File: config.mk
export PLATFORM = sky130hd
export DESIGN_NAME = imm_extend_stage
export DESIGN_NICKNAME = d
export VERILOG_FILES = /design/src/rtl/imm_extend_stage.sv
export SDC_FILE = /design/constraint.sdc
export NUM_CORES = 1
export LEC_CHECK = 0
export CAP_MARGIN = 0
export CORE_AREA = 8 8 131 133
export CTS_CLUSTER_DIAMETER = 150
export DETAILED_ROUTE_END_ITERATION = 10
export DIE_AREA = 0 0 139 141
export GPL_TIMING_DRIVEN = 0
export HOLD_SLACK_MARGIN = 0.03
export PLACE_DENSITY_LB_ADDON = 0.1
export SETUP_SLACK_MARGIN = 0.05
export SYNTH_ARGS = -nofsm -noshare
export SYNTH_HDL_FRONTEND = slang
export SYNTH_SLANG_ARGS = --single-unit
File: constraint.sdc
create_clock -name i_clk -period 3.9 [get_ports i_clk]
set_input_delay 0.78 -clock i_clk [delete_from_list [all_inputs] [get_ports i_clk]]
set_output_delay 0.78 -clock i_clk [all_outputs]
set_load 0.02 [all_outputs]
File: src/rtl/imm_extend_stage.sv
// rtl/imm_extend_stage.sv - per-lane immediate extension with main + skid output buffering
// Optional feature macro: IMM_EXTEND_ROT_EN (ImmSrc 11 becomes a rotate-immediate mode).
module imm_extend_stage #(
  parameter int LANES = 2,
  parameter int D_WIDTH = 32
) (
  input  logic                     i_clk,
  input  logic                     i_rst_n,
  input  logic                     i_flush,
  input  logic                     i_valid,
  output logic                     o_ready,
  input  logic [LANES*24-1:0]      i_imm,
  input  logic [LANES*2-1:0]       i_src,
  input  logic [LANES-1:0]         i_lane_vld,
  output logic                     o_valid,
  input  logic                     i_ready,
  output logic [LANES*D_WIDTH-1:0] o_ext,
  output logic [LANES-1:0]         o_lane_vld,
  output logic                     o_bad_src
);

  // Extend one raw 24-bit immediate according to its ImmSrc selector.
  function automatic logic [D_WIDTH-1:0] extend_imm(input logic [23:0] imm,
                                                    input logic [1:0]  src);
    logic [D_WIDTH-1:0] res;
`ifdef IMM_EXTEND_ROT_EN
    logic [63:0] dbl;
    logic [4:0]  sh;
`endif
    res = '0;
    case (src)
      2'b00:   res = D_WIDTH'($signed(imm[7:0]));
      2'b01:   res = D_WIDTH'(imm[11:0]);
      2'b10:   res = D_WIDTH'($signed(imm[23:0]));
      default: begin
`ifdef IMM_EXTEND_ROT_EN
        // Rotate within 32 bits by shifting a doubled copy; the low word is the result.
        sh  = {imm[11:8], 1'b0};
        dbl = {24'd0, imm[7:0], 24'd0, imm[7:0]} >> sh;
        res = D_WIDTH'(dbl[31:0]);
`else
        res = '0;
`endif
      end
    endcase
    return res;
  endfunction

  // True when a valid lane uses a selector this build does not implement.
  function automatic logic is_bad_src(input logic [1:0] src, input logic vld);
`ifdef IMM_EXTEND_ROT_EN
    return 1'b0 & vld & src[0];
`else
    return vld & (src == 2'b11);
`endif
  endfunction

  logic [LANES*D_WIDTH-1:0] in_ext;
  logic [LANES-1:0]         in_bad;

  genvar k;
  generate
    for (k = 0; k < LANES; k++) begin : g_lane
      // Per-lane extension; invalid lanes are forced to zero before storage.
      always_comb begin
        in_ext[D_WIDTH*k +: D_WIDTH] = '0;
        if (i_lane_vld[k]) begin
          in_ext[D_WIDTH*k +: D_WIDTH] = extend_imm(i_imm[24*k +: 24], i_src[2*k +: 2]);
        end
        in_bad[k] = is_bad_src(i_src[2*k +: 2], i_lane_vld[k]);
      end
    end
  endgenerate

  logic                     main_valid, main_valid_nxt;
  logic [LANES*D_WIDTH-1:0] main_ext, main_ext_nxt;
  logic [LANES-1:0]         main_lv, main_lv_nxt;
  logic                     skid_valid, skid_valid_nxt;
  logic [LANES*D_WIDTH-1:0] skid_ext, skid_ext_nxt;
  logic [LANES-1:0]         skid_lv, skid_lv_nxt;
  logic                     ready_q;
  logic                     bad_q, bad_nxt;
  logic                     in_fire, out_fire;

  assign in_fire    = i_valid && ready_q;
  assign out_fire   = main_valid && i_ready;
  assign o_ready    = ready_q;
  assign o_valid    = main_valid;
  assign o_ext      = main_ext;
  assign o_lane_vld = main_lv;
  assign o_bad_src  = bad_q;

  // Next-state for main/skid: skid always drains into main before new input lands.
  // Skid full and in_fire never coincide because ready_q mirrors an empty skid.
  always_comb begin
    main_valid_nxt = main_valid;
    main_ext_nxt   = main_ext;
    main_lv_nxt    = main_lv;
    skid_valid_nxt = skid_valid;
    skid_ext_nxt   = skid_ext;
    skid_lv_nxt    = skid_lv;
    if (i_flush) begin
      main_valid_nxt = 1'b0;
      skid_valid_nxt = 1'b0;
    end else if (out_fire) begin
      if (skid_valid) begin
        main_ext_nxt   = skid_ext;
        main_lv_nxt    = skid_lv;
        skid_valid_nxt = 1'b0;
      end else if (in_fire) begin
        main_ext_nxt   = in_ext;
        main_lv_nxt    = i_lane_vld;
      end else begin
        main_valid_nxt = 1'b0;
      end
    end else if (in_fire) begin
      if (main_valid) begin
        skid_valid_nxt = 1'b1;
        skid_ext_nxt   = in_ext;
        skid_lv_nxt    = i_lane_vld;
      end else begin
        main_valid_nxt = 1'b1;
        main_ext_nxt   = in_ext;
        main_lv_nxt    = i_lane_vld;
      end
    end
  end

  // Sticky unsupported-selector flag, set only by an accepted bundle.
  always_comb begin
    bad_nxt = bad_q | (in_fire & ~i_flush & (|in_bad));
  end

  // State registers; ready is registered as the complement of the next skid state.
  always_ff @(posedge i_clk or negedge i_rst_n) begin
    if (!i_rst_n) begin
      main_valid <= 1'b0;
      main_ext   <= '0;
      main_lv    <= '0;
      skid_valid <= 1'b0;
      skid_ext   <= '0;
      skid_lv    <= '0;
      ready_q    <= 1'b1;
      bad_q      <= 1'b0;
    end else begin
      main_valid <= main_valid_nxt;
      main_ext   <= main_ext_nxt;
      main_lv    <= main_lv_nxt;
      skid_valid <= skid_valid_nxt;
      skid_ext   <= skid_ext_nxt;
      skid_lv    <= skid_lv_nxt;
      ready_q    <= ~skid_valid_nxt;
      bad_q      <= bad_nxt;
    end
  end

endmodule
### Word level (Yosys, flattened, before mapping)

Cells that the tools add are included.

* muxes and demuxes: 23
* bitwise logic cells: 8
* reductions and logical operators: 11
* equality and inequality tests: 9

Operator list (number)
* 2-to-1 mux 64 bit: 5
* one-hot mux 32 bit (3 select lines): 2
* 2-to-1 mux 32 bit: 2
* 2-to-1 mux 2 bit: 5
* 2-to-1 mux 1 bit: 9
* == test 2 bit, second input constant: 4
* AND reduction 4 bit: 2
* != test 3 bit, second input constant: 2
* bitwise AND 1 bit: 4
* == test 2 x 1 -> 1 bit, second input constant: 2
* zero test 2 bit: 2
* nonzero test 2 bit: 2
* NOT 1 bit: 3
* AND reduction 3 bit: 1
* nonzero test 3 bit: 1
* logical AND 1 bit: 2
* != test 2 x 1 -> 1 bit, second input constant: 1
* OR reduction 2 bit: 1
* OR 1 bit: 1

* output and inout bits: 69
* register bits after elaboration: 136
* input port bits: 59

### Longest topological paths before layout

* depth in word-level cells: 6
* depth in mapped cells: 7
* depth with buffers taken out: 4

### Least setup slack after synthesis

No wires, ideal clock.

* kind: input-to-reg
* from: input i_valid
* to: register skid_lv[0]
* data required time: 3.775 ns
* stages: 5
* path slack: 1.869 ns
* arrival: 1.906 ns
* buffers on the path: 2
* setup time: 0.125 ns
* cells stage by stage: nand2_1 or4b_1 buf_2 buf_6 mux2_4

* cells in the longest elaborated chain, start to end: 2

Ends and longest elaborated chain
* from (decl): line 10 `input logic i_valid,`
* logical AND 1 bit: line 85 `assign in_fire = i_valid && ready_q;`
* AND reduction 4 bit (no source line)
* to (signal assigned): line 151 `skid_lv <= skid_lv_nxt;`
* to (decl): line 80 `logic [LANES-1:0] skid_lv, skid_lv_nxt;`

Every way passes these cells.
A chain may end at the register's enable or synchronous reset.

### Worst setup path in the final report

* from: input i_src[3]
* to: register main_ext[50] (netlist: o_ext[50])

* cells in the longest elaborated chain, start to end: 6

Ends and longest elaborated chain
* from (decl): line 13 `input logic [LANES*2-1:0] i_src,`
* == test 2 bit (tied with other cells): line 31 `case (src)`
* one-hot mux 32 bit (3 select lines) *: line 31
* 2-to-1 mux 32 bit *: line 67 `if (i_lane_vld[k]) begin`
* 2-to-1 mux 64 bit, on equally long branches: line 117, 110
* 2-to-1 mux 64 bit, on equally long branches: line 116, 106
* 2-to-1 mux 64 bit *: line 105 `end else if (out_fire) begin`
* to (signal assigned): line 147 `main_ext <= main_ext_nxt;`
* to (decl): line 76 `logic [LANES*D_WIDTH-1:0] main_ext, main_ext_nxt;`

Mark *: on every way between the ends. The rest lies on a longest branch, timed or not. The select of a mux whose other input is x is not followed.

==> flow_summary_export.csv <==
group,metric,value,unit
grt,grt_pass1_vias,4644,
hold_path,hold_depth,1,
critical_path,cp.required,4120,ps
grt,grt_pass1_wl,25310,microns
critical_path,cp-start-kind,"primary input",
drt,drc_errors,0,
critical_path,ff2ff_setup_slack,1910,ps
timing,slew_violations,0,
drt,vias,4533,
hold_path,holdPathEnd,"o_bad_src$_DFF_PN0_",
floorplanning,die_area,19600,sq um
finish,layout.nets,749,
finish,syn2layout_area_growth,34.91,%
finish,utilization,46.62,%
critical_path,reg2reg_to,"skid_ext[47]$_DFFE_PN0P_",
clock_tree,cts_sinks,104,
timing,setup_viol,0,
floorplanning,io_pins,128,
pwr,p_int,2.178,mW
timing,fin_ws,1454,ps
placed_design,place.gp.congestion,0.8143,
critical_path,slowest_delay,610,ps
clock_tree,post_cts_buffers,0,
clock_tree,clock-root-buffer,"clkbuf_16",
critical_path,end_kind,"flip-flop",
synthesis,syn-num-nets,611,
synthesis,synth_top_family_by_area,"compound AO/OA/AOI/OAI gates",
placed_design,pre_cts_slack,1057,ps
synthesis,yosys.area_share.simple,13.25,%
grt,grt_max_degree,62,
floorplanning,die_h,141,microns
clock_tree,ctsHoldBuffers,0,
pwr,combPwrFrac,29.2,%
critical_path,critPathTopFamily,"buffers and inverters",
hold_path,hold_class,"flip-flop to flip-flop",
synthesis,ys_ff_latch,104,
pwr,p_seq_share,43.0,%
floorplanning,num_rows,45,
clock_tree,cts.path.max_buffers,2,
synthesis,ys.flop_type,"dfrtp_1",
critical_path,crit_type,"primary input to flip-flop",
synthesis,netlist_instances,552,
pwr,p_clk_share,27.8,%
synthesis,synthArstFlopShare,100.0,%
floorplanning,core_area,14980,sq um
pwr,power_density,454.9,nW/um^2
clock_tree,cts_tree,"built",
hold_path,min_from,"o_bad_src$_DFF_PN0_",
finish,final_cells,883,
grt,grt-ovfl-total,0,
drt,wire_per_inst,17.74,microns
drt,vias_per_cell,5.134,
grt,grt_usage,16.23,%
drt,drtIter0Drc,245,
synthesis,synth_cell_types,30,
synthesis,synth.mux.area_fraction,2.128,%
placed_design,io_buffers,126,
clock_tree,clock_latency,360,ps
synthesis,syn_area_per_cell,9.375,sq um
synthesis,synth_compound_gate_area_share,26.81,%
grt,antenna_found_initial,0,
synthesis,synthTopCellsByArea,"dfrtp_1 (50%), a21oi_1 (6.3%), nand2_1 (6.2%), a211oi_2 (5.8%), a211oi_1 (3.6%)",
timing,relSlewSlack,45.33,%
synthesis,ys.warnings.count,0,
pwr,peakVddDrop,0.2948,mV
drt,ant_nets,0,
pwr,p_leak,2.993,nW
clock_tree,ctsResizeCount,0,
run,max_cap_viol_count,0,
critical_path,reg2reg_depth,5,
critical_path,crit_slowest_cell,"clkdlybuf4s50_1",
timing,fin_crit_sh,62.71,%
timing,fin_skew,7.845,ps
critical_path,cp.buffers_inverters,3,
synthesis,synth-edff-count,0,
synthesis,syn_area,5175,sq um
finish,final_layout_size_suffix_gt1_share,12.09,%
placed_design,place_inst,867,
critical_path,critPathMaxFanout,10,
clock_tree,cts.htree.levels,3,
timing,hold_viol_final,0,
synthesis,synth_common_cells,"dfrtp_1 (103), nand2_1 (86), a21oi_1 (65)",
floorplanning,start_util,34.55,%
pwr,power,3.176,mW
pwr,switchingPower,998.1,uW
synthesis,yosys.area.top_type,"dfrtp_1",
timing,max_freq,408.9,MHz
clock_tree,clk_pin_slew,70,ps
critical_path,r2r-start,"o_ready$_DFF_PN1_",
critical_path,cp.arrival,2670,ps
synthesis,synth_xor_area_share,0,%
synthesis,synthAdderAreaFrac,0,%
drt,drt_first_pass_iters,4,
timing,final.min_clock_period,2446,ps
drt,postRouteWirelength,15660,microns
placed_design,dpl.hpwl,11650,microns
critical_path,cp-startpoint,"i_src[3]",
timing,tightest_slew,820.0,ps
finish,n_antenna_cell,0,
pwr,switching_share,31.42,%
outcome,status,"completed",
synthesis,synth_top_area_share,49.81,%
synthesis,yosysSeqAreaShare,50.31,%
critical_path,crit_chain,"clkdlybuf4s50_1 > nand2b_1 > clkbuf_1 > clkbuf_1 > a211oi_1 > a21oi_1 > a21oi_1",
clock_tree,cts_made_buffers,9,
timing,rsz0062_at_grt,"no",
synthesis,synth_most_common_cell,"dfrtp_1",
floorplanning,die_w,139,microns
## layer usage
| layer | routed length [microns] | track usage, % | share of wire (%) |
|---|---|---|---|
| met5 | 0 | 0 | 0 |
| met4 | 218 | 4.217 | 1.4 |
| met3 | 734 | 4.862 | 4.7 |
| met2 | 7586 | 27.26 | 48 |
| met1 | 7124 | 19.97 | 45 |
## cell usage in the layout (no fill, tap or decap), drive strengths merged
master / Yosys / routed
clkdlybuf4s50: 0 / 125
dfrtp: 103 / 103
nand2: 86 / 86
a21oi: 65 / 65
nor2: 50 / 50
a211oi: 49 / 49
clkbuf: 32 / 44
buf: 38 / 40
o21ai: 33 / 33
a21o: 24 / 24
a22oi: 16 / 16
nand3: 11 / 11
a31oi: 11 / 11
mux2i: 8 / 8
nand3b: 8 / 8
nand2b: 4 / 4
inv: 2 / 2
a21boi: 2 / 2
and2: 2 / 2
mux2: 2 / 2
clkinvlp: 0 / 2
clkinv: 0 / 2
or2: 1 / 1
a211o: 1 / 1
or4b: 1 / 1
a221oi: 1 / 1
and3: 1 / 1
dfstp: 1 / 1
## power by group through the flow
stage               clock network (mW)  logic [mW]  registers [mW]
floorplan                            0       0.352            1.50
global placement                     0       0.925            1.38
detailed placement                   0       0.941            1.38
CTS                              0.908       0.944            1.37
global route                     0.954        1.00            1.39
finish                           0.883       0.928            1.37
## cells by family (layout without fill, tap and decap cells)
logic type | Yosys count | after routing
compound gates | 202 | 202
flops | 104 | 104
mux | 10 | 10
simple gates | 164 | 164
buf+inv | 72 | 215
## worst max path at each step
stage / to / depth (start not counted)
3_5_place_dp: o_ext[31]$_DFFE_PN0P_ / 7
2_1_floorplan: skid_lv[0]$_DFFE_PN0P_ / 5
6_report: o_ext[50]$_DFFE_PN0P_ / 7
4_1_cts: o_ext[31]$_DFFE_PN0P_ / 7
5_1_grt: o_ext[31]$_DFFE_PN0P_ / 7
3_3_place_gp: o_ext[48]$_DFFE_PN0P_ / 1
## metrics by stage
step / setup TNS (ps) / hold WS, ps / instance area, sq um
2_1_floorplan: 0 / 448.5 / 5175
3_3_place_gp: -220700 / 457.0 / 6671
3_5_place_dp: 0 / 462.2 / 6696
4_1_cts: 0 / 478.5 / 6982
5_1_grt: 0 / 494.8 / 6982
6_report: 0 / 470.9 / 6982
## registers in the layout, indices dropped and copies added (netlist names)
signal,cells
o_ready,1
skid_valid,1
o_bad_src,1
skid_ext,48
o_ext,48
o_valid,1
o_lane_vld,2
skid_lv,2
## cell type report
class                           instances  area, sq um
Clock buffer                           12        256.5
Clock inverter                          4        28.78
Multi-Input combinational cell        376         2183
Buffer                                 70        380.4
Timing Repair Buffer                  127         1286
Tap cell                              188        235.2
Fill cell                            1450         7995
Inverter                                2        7.507
Sequential cell                       104         2604
Power figures use the tool's default switching activity.
